--- src/rtl/multicycle_control.sv ---
// Multi-cycle MIPS sequencer: walks each instruction through FETCH/DECODE/EXEC/MEM/WB, drives the
// datapath mux selects and write strobes, and counts cycles and retired instructions.
`timescale 1ns/1ps

module multicycle_control #(
  parameter int CNT_W        = 32,
  parameter bit ILLEGAL_TRAP = 1'b1
) (
  input  logic             clock,
  input  logic             reset,
  input  logic [5:0]       opcode,
  input  logic             mem_ready,
  output logic             pc_write,
  output logic             pc_write_cond,
  output logic             i_or_d,
  output logic             mem_read,
  output logic             mem_write,
  output logic             ir_write,
  output logic             mem_to_reg,
  output logic             reg_dst,
  output logic             reg_write,
  output logic             alu_src_a,
  output logic [1:0]       alu_src_b,
  output logic [1:0]       alu_op,
  output logic [1:0]       pc_source,
  output logic [3:0]       state,
  output logic             halted,
  output logic             illegal,
  output logic [CNT_W-1:0] cycle_count,
  output logic [CNT_W-1:0] instr_count
);

  typedef enum logic [3:0] {
    S_FETCH  = 4'd0,
    S_DECODE = 4'd1,
    S_MEMADR = 4'd2,
    S_MEMRD  = 4'd3,
    S_MEMWB  = 4'd4,
    S_MEMWR  = 4'd5,
    S_EXEC   = 4'd6,
    S_ALUWB  = 4'd7,
    S_BRANCH = 4'd8,
    S_JUMP   = 4'd9,
    S_ADDIEX = 4'd10,
    S_ADDIWB = 4'd11,
    S_HALT   = 4'd12
  } state_t;

  localparam logic [5:0] OP_RTYPE = 6'b000000;
  localparam logic [5:0] OP_LW    = 6'b100011;
  localparam logic [5:0] OP_SW    = 6'b101011;
  localparam logic [5:0] OP_BEQ   = 6'b000100;
  localparam logic [5:0] OP_J     = 6'b000010;
  localparam logic [5:0] OP_ADDI  = 6'b001000;

  localparam logic [CNT_W-1:0] CNT_ONE = {{(CNT_W-1){1'b0}}, 1'b1};

  state_t           state_q, state_d;
  logic [5:0]       op_q;
  logic [CNT_W-1:0] cyc_q, ins_q;
  logic             retire;
  logic             illegal_d;
  logic             halt_now;

  // Encodings 13-15 are unreachable but behave exactly like HALT if ever entered.
  assign halt_now = (state_q >= S_HALT);

  always_ff @(posedge clock) begin
    // NOTE: state registers use non-blocking assignments so every flop samples pre-edge values.
    if (reset) begin
      state_q <= S_FETCH;
      op_q    <= '0;
      cyc_q   <= '0;
      ins_q   <= '0;
    end else begin
      state_q <= state_d;
      if (state_q == S_DECODE) op_q <= opcode;
      if (!halt_now)           cyc_q <= cyc_q + CNT_ONE;
      if (retire)              ins_q <= ins_q + CNT_ONE;
    end
  end

  always_comb begin
    // NOTE: every combinational output gets a default first so no path can infer a latch.
    state_d   = state_q;
    retire    = 1'b0;
    illegal_d = 1'b0;
    case (state_q)
      S_FETCH:  if (mem_ready) state_d = S_DECODE;
      S_DECODE: begin
        case (opcode)
          OP_RTYPE:     state_d = S_EXEC;
          OP_LW, OP_SW: state_d = S_MEMADR;
          OP_BEQ:       state_d = S_BRANCH;
          OP_J:         state_d = S_JUMP;
          OP_ADDI:      state_d = S_ADDIEX;
          default: begin
            illegal_d = 1'b1;
            state_d   = ILLEGAL_TRAP ? S_HALT : S_FETCH;
          end
        endcase
      end
      // The live opcode bus is ignored past DECODE; the latched copy picks load vs store.
      S_MEMADR: state_d = (op_q == OP_LW) ? S_MEMRD : S_MEMWR;
      S_MEMRD:  if (mem_ready) state_d = S_MEMWB;
      S_MEMWR: begin
        if (mem_ready) begin
          state_d = S_FETCH;
          retire  = 1'b1;
        end
      end
      S_EXEC:   state_d = S_ALUWB;
      S_ADDIEX: state_d = S_ADDIWB;
      S_MEMWB, S_ALUWB, S_ADDIWB, S_BRANCH, S_JUMP: begin
        state_d = S_FETCH;
        retire  = 1'b1;
      end
      S_HALT:   state_d = S_HALT;
      default:  state_d = S_HALT;
    endcase
  end

  always_comb begin
    pc_write      = 1'b0;
    pc_write_cond = 1'b0;
    i_or_d        = 1'b0;
    mem_read      = 1'b0;
    mem_write     = 1'b0;
    ir_write      = 1'b0;
    mem_to_reg    = 1'b0;
    reg_dst       = 1'b0;
    reg_write     = 1'b0;
    alu_src_a     = 1'b0;
    alu_src_b     = 2'b00;
    alu_op        = 2'b00;
    pc_source     = 2'b00;
    illegal       = 1'b0;
    // Reset forces every strobe low, even mid-instruction.
    if (!reset) begin
      illegal = illegal_d;
      case (state_q)
        S_FETCH: begin
          mem_read  = 1'b1;
          alu_src_b = 2'b01;
          ir_write  = mem_ready;
          pc_write  = mem_ready;
        end
        S_DECODE: alu_src_b = 2'b11;
        S_MEMADR, S_ADDIEX: begin
          alu_src_a = 1'b1;
          alu_src_b = 2'b10;
        end
        S_MEMRD: begin
          mem_read = 1'b1;
          i_or_d   = 1'b1;
        end
        S_MEMWB: begin
          reg_write  = 1'b1;
          mem_to_reg = 1'b1;
        end
        S_MEMWR: begin
          mem_write = 1'b1;
          i_or_d    = 1'b1;
        end
        S_EXEC: begin
          alu_src_a = 1'b1;
          alu_op    = 2'b10;
        end
        S_ALUWB: begin
          reg_write = 1'b1;
          reg_dst   = 1'b1;
        end
        S_BRANCH: begin
          alu_src_a     = 1'b1;
          alu_op        = 2'b01;
          pc_write_cond = 1'b1;
          pc_source     = 2'b01;
        end
        S_JUMP: begin
          pc_write  = 1'b1;
          pc_source = 2'b10;
        end
        S_ADDIWB: reg_write = 1'b1;
        default: ;
      endcase
    end
  end

  assign state       = reset ? 4'd0 : state_q;
  assign halted      = !reset && halt_now;
  assign cycle_count = reset ? '0 : cyc_q;
  assign instr_count = reset ? '0 : ins_q;

endmodule
--- config.mk ---
export PLATFORM = sky130hd
export DESIGN_NAME = multicycle_control
export DESIGN_NICKNAME = d
export VERILOG_FILES = /design/src/rtl/multicycle_control.sv
export SDC_FILE = /design/constraint.sdc
export NUM_CORES = 1
export LEC_CHECK = 0
export ABC_AREA = 1
export BUFFER_PORTS_ARGS = -buffer_cell sky130_fd_sc_hd__buf_2
export CAP_MARGIN = 15
export CORE_MARGIN = 4
export CORE_UTILIZATION = 49
export DETAILED_ROUTE_END_ITERATION = 7
export PLACE_DENSITY_LB_ADDON = 0.1
export SETUP_SLACK_MARGIN = 0.2
export SYNTH_ARGS = -nofsm -noshare
export SYNTH_HDL_FRONTEND = slang
export SYNTH_SLANG_ARGS = --single-unit
--- constraint.sdc ---
create_clock -name clock -period 2.8 [get_ports clock]
set_clock_uncertainty 0.05 [all_clocks]
set_input_delay 0.56 -clock clock [delete_from_list [all_inputs] [get_ports clock]]
set_output_delay 0.56 -clock clock [all_outputs]
set_load 0.03 [all_outputs]
==> run_results.csv, run 1 <==
group,metric,value,unit
cts,post-cts-setup-buffers,0,
timing,transition_time_of_the_tightest_slew_check_pin,490.6,ps
pwr,p_int,1882,uW
timing,final_critical_path_setup_slack,423.9,ps
global_route,number_of_global_route_vias_before_repair,5023,
synth,synth_compound_gate_area_share,9.681,%
synth,synthSimpleGateAreaFrac,47.84,%
detailed_routing,wire_per_inst,12.00,um
pwr,power_per_cell_area,529.8,nW/um^2
global_route,track_usage,23.90,%
worst_setup_path,worstSetupEndpointType,"output port",
worst_setup_path,crit_arrival,1770,ps
synth,postSynthNetCount,886,
timing,slew_headroom,67.21,%
cts,postCtsHoldBufs,0,
pwr,switchingPower,1152,uW
cts,clock_path_buffers,2,
synth,synth-warning-count,0,
worst_setup_path,r2r_cells,9,
final_layout,syn2layout_area_growth,16.91,%
floorplanning,total_die_area,11660,um^2
final_layout,drive_above_1_share,14.74,%
final_layout,cell_count_final_fillers_out,1103,
synth,post_synthesis_cell_area,4898,um^2
synth,synth.top_cells.by_count,"sky130_fd_sc_hd__nand2_1 (270), sky130_fd_sc_hd__nor2_1 (194), sky130_fd_sc_hd__inv_1 (108), sky130_fd_sc_hd__dfxtp_1 (74), sky130_fd_sc_hd__a21oi_1 (63)",
place,post-place-cells,1087,
synth,synth_most_common_cell,"sky130_fd_sc_hd__nand2_1",
detailed_routing,avgViaCountPerCell,4.931,
synth,ys.flop_type,"sky130_fd_sc_hd__dfxtp_1",
final_layout,postLayoutCellArea,5727,um^2
worst_setup_path,setup.worst_path.start_class,"register",
worst_setup_path,worstSetupPathType,"register to output port",
timing,fmaxAchievable,420.9,MHz
worst_setup_path,worstPathCellList,"nor2_1 -> buf_4 -> inv_1 -> nor2_1 -> inv_1 -> nor4_2 -> buf_4",
final_layout,fin_nets,976,
cts,worstSkewPairLatency,360,ps
cts,cts-buffers-inserted,9,
synth,synth-edff-count,0,
synth,syn_inst,875,
pwr,vdd_ir_drop_max,0.0004276,V
place,gpl.final_weighted_congestion,0.9358,
global_route,largest_net_degree_at_the_start_of_global_routing,41,
pwr,p_clk_share,30.3,%
detailed_routing,antenna_violating_nets_post_route,0,
timing,timing.setup.tns,0,ps
floorplanning,io_pins,95,
floorplanning,core,9774,um^2
worst_hold_path,hold_path_class,"input port to register",
pwr,p_leak,0.002397,uW
worst_setup_path,critical_path.max_stage_delay,360,ps
cts,clkTransAtPathRegs,80,ps
detailed_routing,first_iter_violations,363,
synth,synth_area_leader_cell,"sky130_fd_sc_hd__dfxtp_1",
worst_hold_path,hold_path_depth,3,
worst_setup_path,r2r_slack,930,ps
cts,cts_tree,"built",
timing,fin_max_slew_vios,0,
synth,synth.mux.area_fraction,0,%
place,port_buffers,94,
floorplanning,row_count,36,
place,preCtsSetupSlack,605.4,ps
synth,synth_fa_ha_area_share,0.5109,%
cts,clock-root-buffer,"sky130_fd_sc_hd__clkbuf_8",
detailed_routing,drcViolationCount,0,
pwr,power_switching_share,37.97,%
timing,hold_viol_final,0,
synth,yosys-top-cells-area,"sky130_fd_sc_hd__dfxtp_1 (30%), sky130_fd_sc_hd__nand2_1 (21%), sky130_fd_sc_hd__nor2_1 (15%)",
run,cap_viol_max_count,0,
cts,cts.sink_count,74,
place,hpwlAfterDp,10.13,mm
synth,portion_of_the_post_synthesis_area_used_by_sequential_elements,30.24,%
detailed_routing,dr_total_vias,5439,
worst_setup_path,crit_path_top_delay_cell,"sky130_fd_sc_hd__dfxtp_2",
floorplanning,die_width,108.0,um
synth,synthesis.area_per_instance,5.598,um^2
floorplanning,die_y,108.0,um
timing,grt_setup_unrepaired,"no",
synth,number_of_library_cell_types_mapped_by_synthesis,32,
synth,ys_ff_latch,74,
pwr,overall_power_after_layout,3034,uW
cts,htree_num_levels,3,
pwr,seq_power_share,39.5,%
synth,synth_xor_xnor_area_share,0.7152,%
synth,synth.top_cell.area_share,30.24,%
floorplanning,floorplan.initialDensity,50.12,%
outcome,outcome,"finished, final reports clean",
cts,post_cts_resized,0,
timing,final-setup-viol-count,0,
timing,period_share,84.86,%
synth,largest_family_of_logic_cells_by_synthesized_area,"simple AND/OR/NAND/NOR gates",
detailed_routing,route.final.wire_length,13.24,mm
final_layout,n_antenna_cell,0,
synth,postSynth.asyncResetShare,0,%
global_route,grt_pass1_wl,22.79,mm
timing,tmin_final,2376,ps
worst_setup_path,critical_path_required,2190,ps
pwr,combPwrFrac,30.1,%
global_route,antenna_found_initial,0,
worst_setup_path,critical_path_peak_fanout,7,
place,detailed_place.area,5507,um^2
global_route,aggregate_global_routing_overflow,0,
detailed_routing,drtPass1Iterations,5,
critical path: cells and delay by family (launching register included):
family                 cells  cell delay [ps]
and+or+nand+nor            3              500
DFF                        1              360
buffers and inverters      4              550
per-stage QoR:
stage	utilization [%]	hold WS [ps]
floorplan	-	380.4
global placement	56.34	407.7
detailed placement	56.34	410.5
CTS	58.49	400.8
global route	58.59	412.4
finish	58.59	410.7
registers in the layout, indices dropped and copies added, names as in the netlist:
signal / cells
state_q: 4
op_q: 6
cyc_q: 32
ins_q: 32
logic make-up after synthesis:
| family | Yosys count |
|---|---|
| AOI/OAI and AO/OA | 92 |
| xor gates and xnor gates | 4 |
| adders and majority gates | 2 |
| buffers and inverters | 136 |
| DFF | 74 |
| and+or+nand+nor | 567 |
area by class of cell:
cell class                 instances  area, um^2
clock inverter                     5       78.83
sequential                        74        1483
fill                            1092        4048
clock buffer                      11       131.4
timing repair buffer             105       570.5
inverter                         110       412.9
multi-input combinational        665        2884
tap                              133       166.4
metal layers:
| layer | routed length, um | GRT usage (%) | up-vias |
|---|---|---|---|
| met2 | 5792 | 38.54 | 166 |
| met4 | 153 | 6.222 | 0 |
| met3 | 994 | 5.612 | 14 |
| met1 | 6299 | 32.27 | 2360 |
| met5 | 0 | 0 | - |
| li1 | - | - | 2899 |
final timing paths:
kind | start | to
worst max register to register | cyc_q[0] | cyc_q[22]
worst max-delay path | state_q[3] | illegal
worst min-delay path | opcode[3] | op_q[3]
worst min register to register | op_q[5] | op_q[5]
power groups by stage:
stage | clock network, uW | registers [uW] | logic [uW]
2_1_floorplan | 0 | 1200 | 709
3_3_place_gp | 0 | 1220 | 912
3_5_place_dp | 0 | 1220 | 911
4_1_cts | 939 | 1200 | 914
5_1_grt | 982 | 1210 | 1030
6_report | 920 | 1200 | 915
layout by cell type, fill, tap and decap left out, types with 11 or more instances in the layout:
cell type,Yosys,layout
sky130_fd_sc_hd__nor3_1,23,23
sky130_fd_sc_hd__a21oi_1,63,63
sky130_fd_sc_hd__nand3_1,41,41
sky130_fd_sc_hd__nor2_1,194,194
sky130_fd_sc_hd__buf_2,5,92
sky130_fd_sc_hd__dfxtp_1,74,73
sky130_fd_sc_hd__buf_4,4,12
sky130_fd_sc_hd__nand2_1,270,270
sky130_fd_sc_hd__o21ai_0,23,23
sky130_fd_sc_hd__nand4_1,11,11
sky130_fd_sc_hd__inv_1,108,108
(Power assumes the default switching activity.)
==> run 2: changes to the inputs <==
==> constraint.sdc (replaced) <==
create_clock -name clock -period 2.2 [get_ports clock]
set_clock_uncertainty 0.05 [all_clocks]
set_input_delay 0.44 -clock clock [delete_from_list [all_inputs] [get_ports clock]]
set_output_delay 0.44 -clock clock [all_outputs]
set_load 0.03 [all_outputs]
==> run_results.csv, run 2 (synthesis gave the netlist of run 1 again) <==
group,metric,value,unit
pwr,power_per_cell_area,676.2,nW/um^2
pwr,overall_power_after_layout,4009,uW
worst_setup_path,crit_path_top_delay_cell,"sky130_fd_sc_hd__dfxtp_4",
floorplanning,core,9774,um^2
final_layout,layout.cells.most_common_list,"sky130_fd_sc_hd__nand2_1 (264), sky130_fd_sc_hd__nor2_1 (189), sky130_fd_sc_hd__inv_1 (104)",
global_route,track_usage,23.29,%
timing,transition_time_of_the_tightest_slew_check_pin,390.8,ps
detailed_routing,drcViolationCount,0,
timing,worst_hold_slack,316.2,ps
timing,timing.setup.tns,0,ps
timing,fmaxAchievable,509.8,MHz
cts,clkTransAtPathRegs,70,ps
final_layout,postLayoutCellArea,5929,um^2
cts,clock_path_buffers,2,
place,gpl.final_weighted_congestion,0.9118,
place,detailed_place.area,5579,um^2
timing,slew_headroom,73.85,%
worst_hold_path,worstHoldStart,"opcode[3]",
final_layout,syn2layout_area_growth,21.05,%
cts,cts-buffers-inserted,9,
floorplanning,die_y,108.0,um
timing,hold_viol_final,0,
timing,grt_setup_unrepaired,"yes",
worst_hold_path,min_delay_worst_endpoint,"op_q[3]",
detailed_routing,first_iter_violations,303,
detailed_routing,avgViaCountPerCell,4.794,
final_layout,largest_registers,"cyc_q (32), ins_q (32), op_q (6)",
worst_setup_path,worstPathCellList,"nand2_2 -> buf_4 -> nand3_1 -> a21oi_1 -> clkbuf_4",
floorplanning,row_count,36,
cts,worstSkewPairLatency,360,ps
worst_setup_path,r2r_slack,360,ps
pwr,p_leak,0.002467,uW
global_route,grt_pass1_wl,21.91,mm
worst_setup_path,critical_path_required,1710,ps
cts,cts_tree,"built",
worst_setup_path,worstReg2RegStart,"state_q[3]",
final_layout,layout.cells.most_common,"sky130_fd_sc_hd__nand2_1",
final_layout,layout.core_utilization,60.66,%
cts,postCtsHoldBufs,0,
cts,clock-root-buffer,"sky130_fd_sc_hd__clkbuf_8",
floorplanning,total_die_area,11660,um^2
timing,final-setup-viol-count,0,
worst_setup_path,critical_path.max_stage_delay,370,ps
floorplanning,floorplan.initialDensity,50.12,%
global_route,aggregate_global_routing_overflow,0,
outcome,outcome,"finished, final reports clean",
worst_hold_path,hold_path_depth,3,
detailed_routing,drtPass1Iterations,5,
worst_setup_path,crit_arrival,1470,ps
place,port_buffers,94,
worst_hold_path,hold_path_class,"input port to register",
timing,period_share,89.16,%
place,hpwlAfterDp,10.44,mm
detailed_routing,route.final.wire_length,13.29,mm
run,cap_viol_max_count,0,
detailed_routing,antenna_violating_nets_post_route,0,
final_layout,fin_nets,987,
timing,tmin_final,1962,ps
global_route,antenna_found_initial,0,
final_layout,n_antenna_cell,0,
detailed_routing,wire_per_inst,11.93,um
worst_setup_path,r2r_cells,10,
worst_setup_path,setup.worst_path.start_class,"register",
worst_setup_path,timing.rr.end,"ins_q[3]",
pwr,vdd_ir_drop_max,0.0004633,V
global_route,largest_net_degree_at_the_start_of_global_routing,34,
floorplanning,io_pins,95,
worst_setup_path,worstSetupPathType,"register to output port",
detailed_routing,dr_total_vias,5341,
final_layout,drive_above_1_share,18.14,%
worst_setup_path,worstSetupEndpointType,"output port",
timing,fin_max_slew_vios,0,
cts,htree_num_levels,3,
worst_setup_path,critical_path_peak_fanout,8,
floorplanning,die_width,108.0,um
cts,cts.sink_count,74,
global_route,number_of_global_route_vias_before_repair,4682,
==> run 2: worst max-delay path by stage <==
stage                     startpoint         endpoint  slack [ps]  cells past startpoint
after floorplan           state_q[3]          illegal         120                      5
after global placement         reset  instr_count[11]         140                      5
after detailed placement       reset   instr_count[7]         120                      5
after CTS                 state_q[3]          illegal         100                      6
after global routing      state_q[3]        reg_write         170                      5
final                     state_q[3]        reg_write         240                      5
==> run 2: repair_timing <==
| action | CTS | global route |
|---|---|---|
| endpoints found under the hold margin | 0 | 0 |
| gates resized for setup | 17 | 22 |
| buffers inserted | 1 | 4 |
| endpoints found under the setup margin | 18 | 21 |
| pin swaps | 1 | 6 |
==> run 2: cell type report <==
type                       instances  area [um^2]
clock buffer                      10        127.6
clock inverter                     6        90.09
sequential                        74         1494
fill                            1075         3845
inverter                         110        421.7
tap                              133        166.4
timing repair buffer             116        681.9
multi-input combinational        665         2948
==> run 2: per-stage QoR <==
step / setup WS [ps] / cells
5_1_grt: 174.0 / 1114
3_5_place_dp: 119.3 / 1093
2_1_floorplan: 119.7 / 875
6_report: 238.4 / 1114
4_1_cts: 102.7 / 1110
3_3_place_gp: 139.4 / 1093
==> run 2: worst max-delay path: cells and delay by family, from the launching register on <==
family,cells,cell delay [ps]
DFF,1,370
buffers and inverters,2,370
and+or+nand+nor,2,240
AOI/OAI and AO/OA,1,140
==> run 2: power breakdown <==
group / switching [uW] / leakage, uW / internal (uW) / total [uW]
clock: 543 / 0.000107 / 643 / 1190
combinational: 882 / 0.00176 / 387 / 1270
sequential: 104 / 0.000601 / 1450 / 1550
total: 1530 / 0.00247 / 2480 / 4010
==> run 2: metal layers <==
metal  vias to the layer above  routed length [um]  GRT usage [%]
met5                         -                   0              0
li1                       2914                   -              -
met4                         0                 248          6.943
met3                        18                 494          3.642
met1                      2315                6176          30.28
met2                        94                6367          39.88
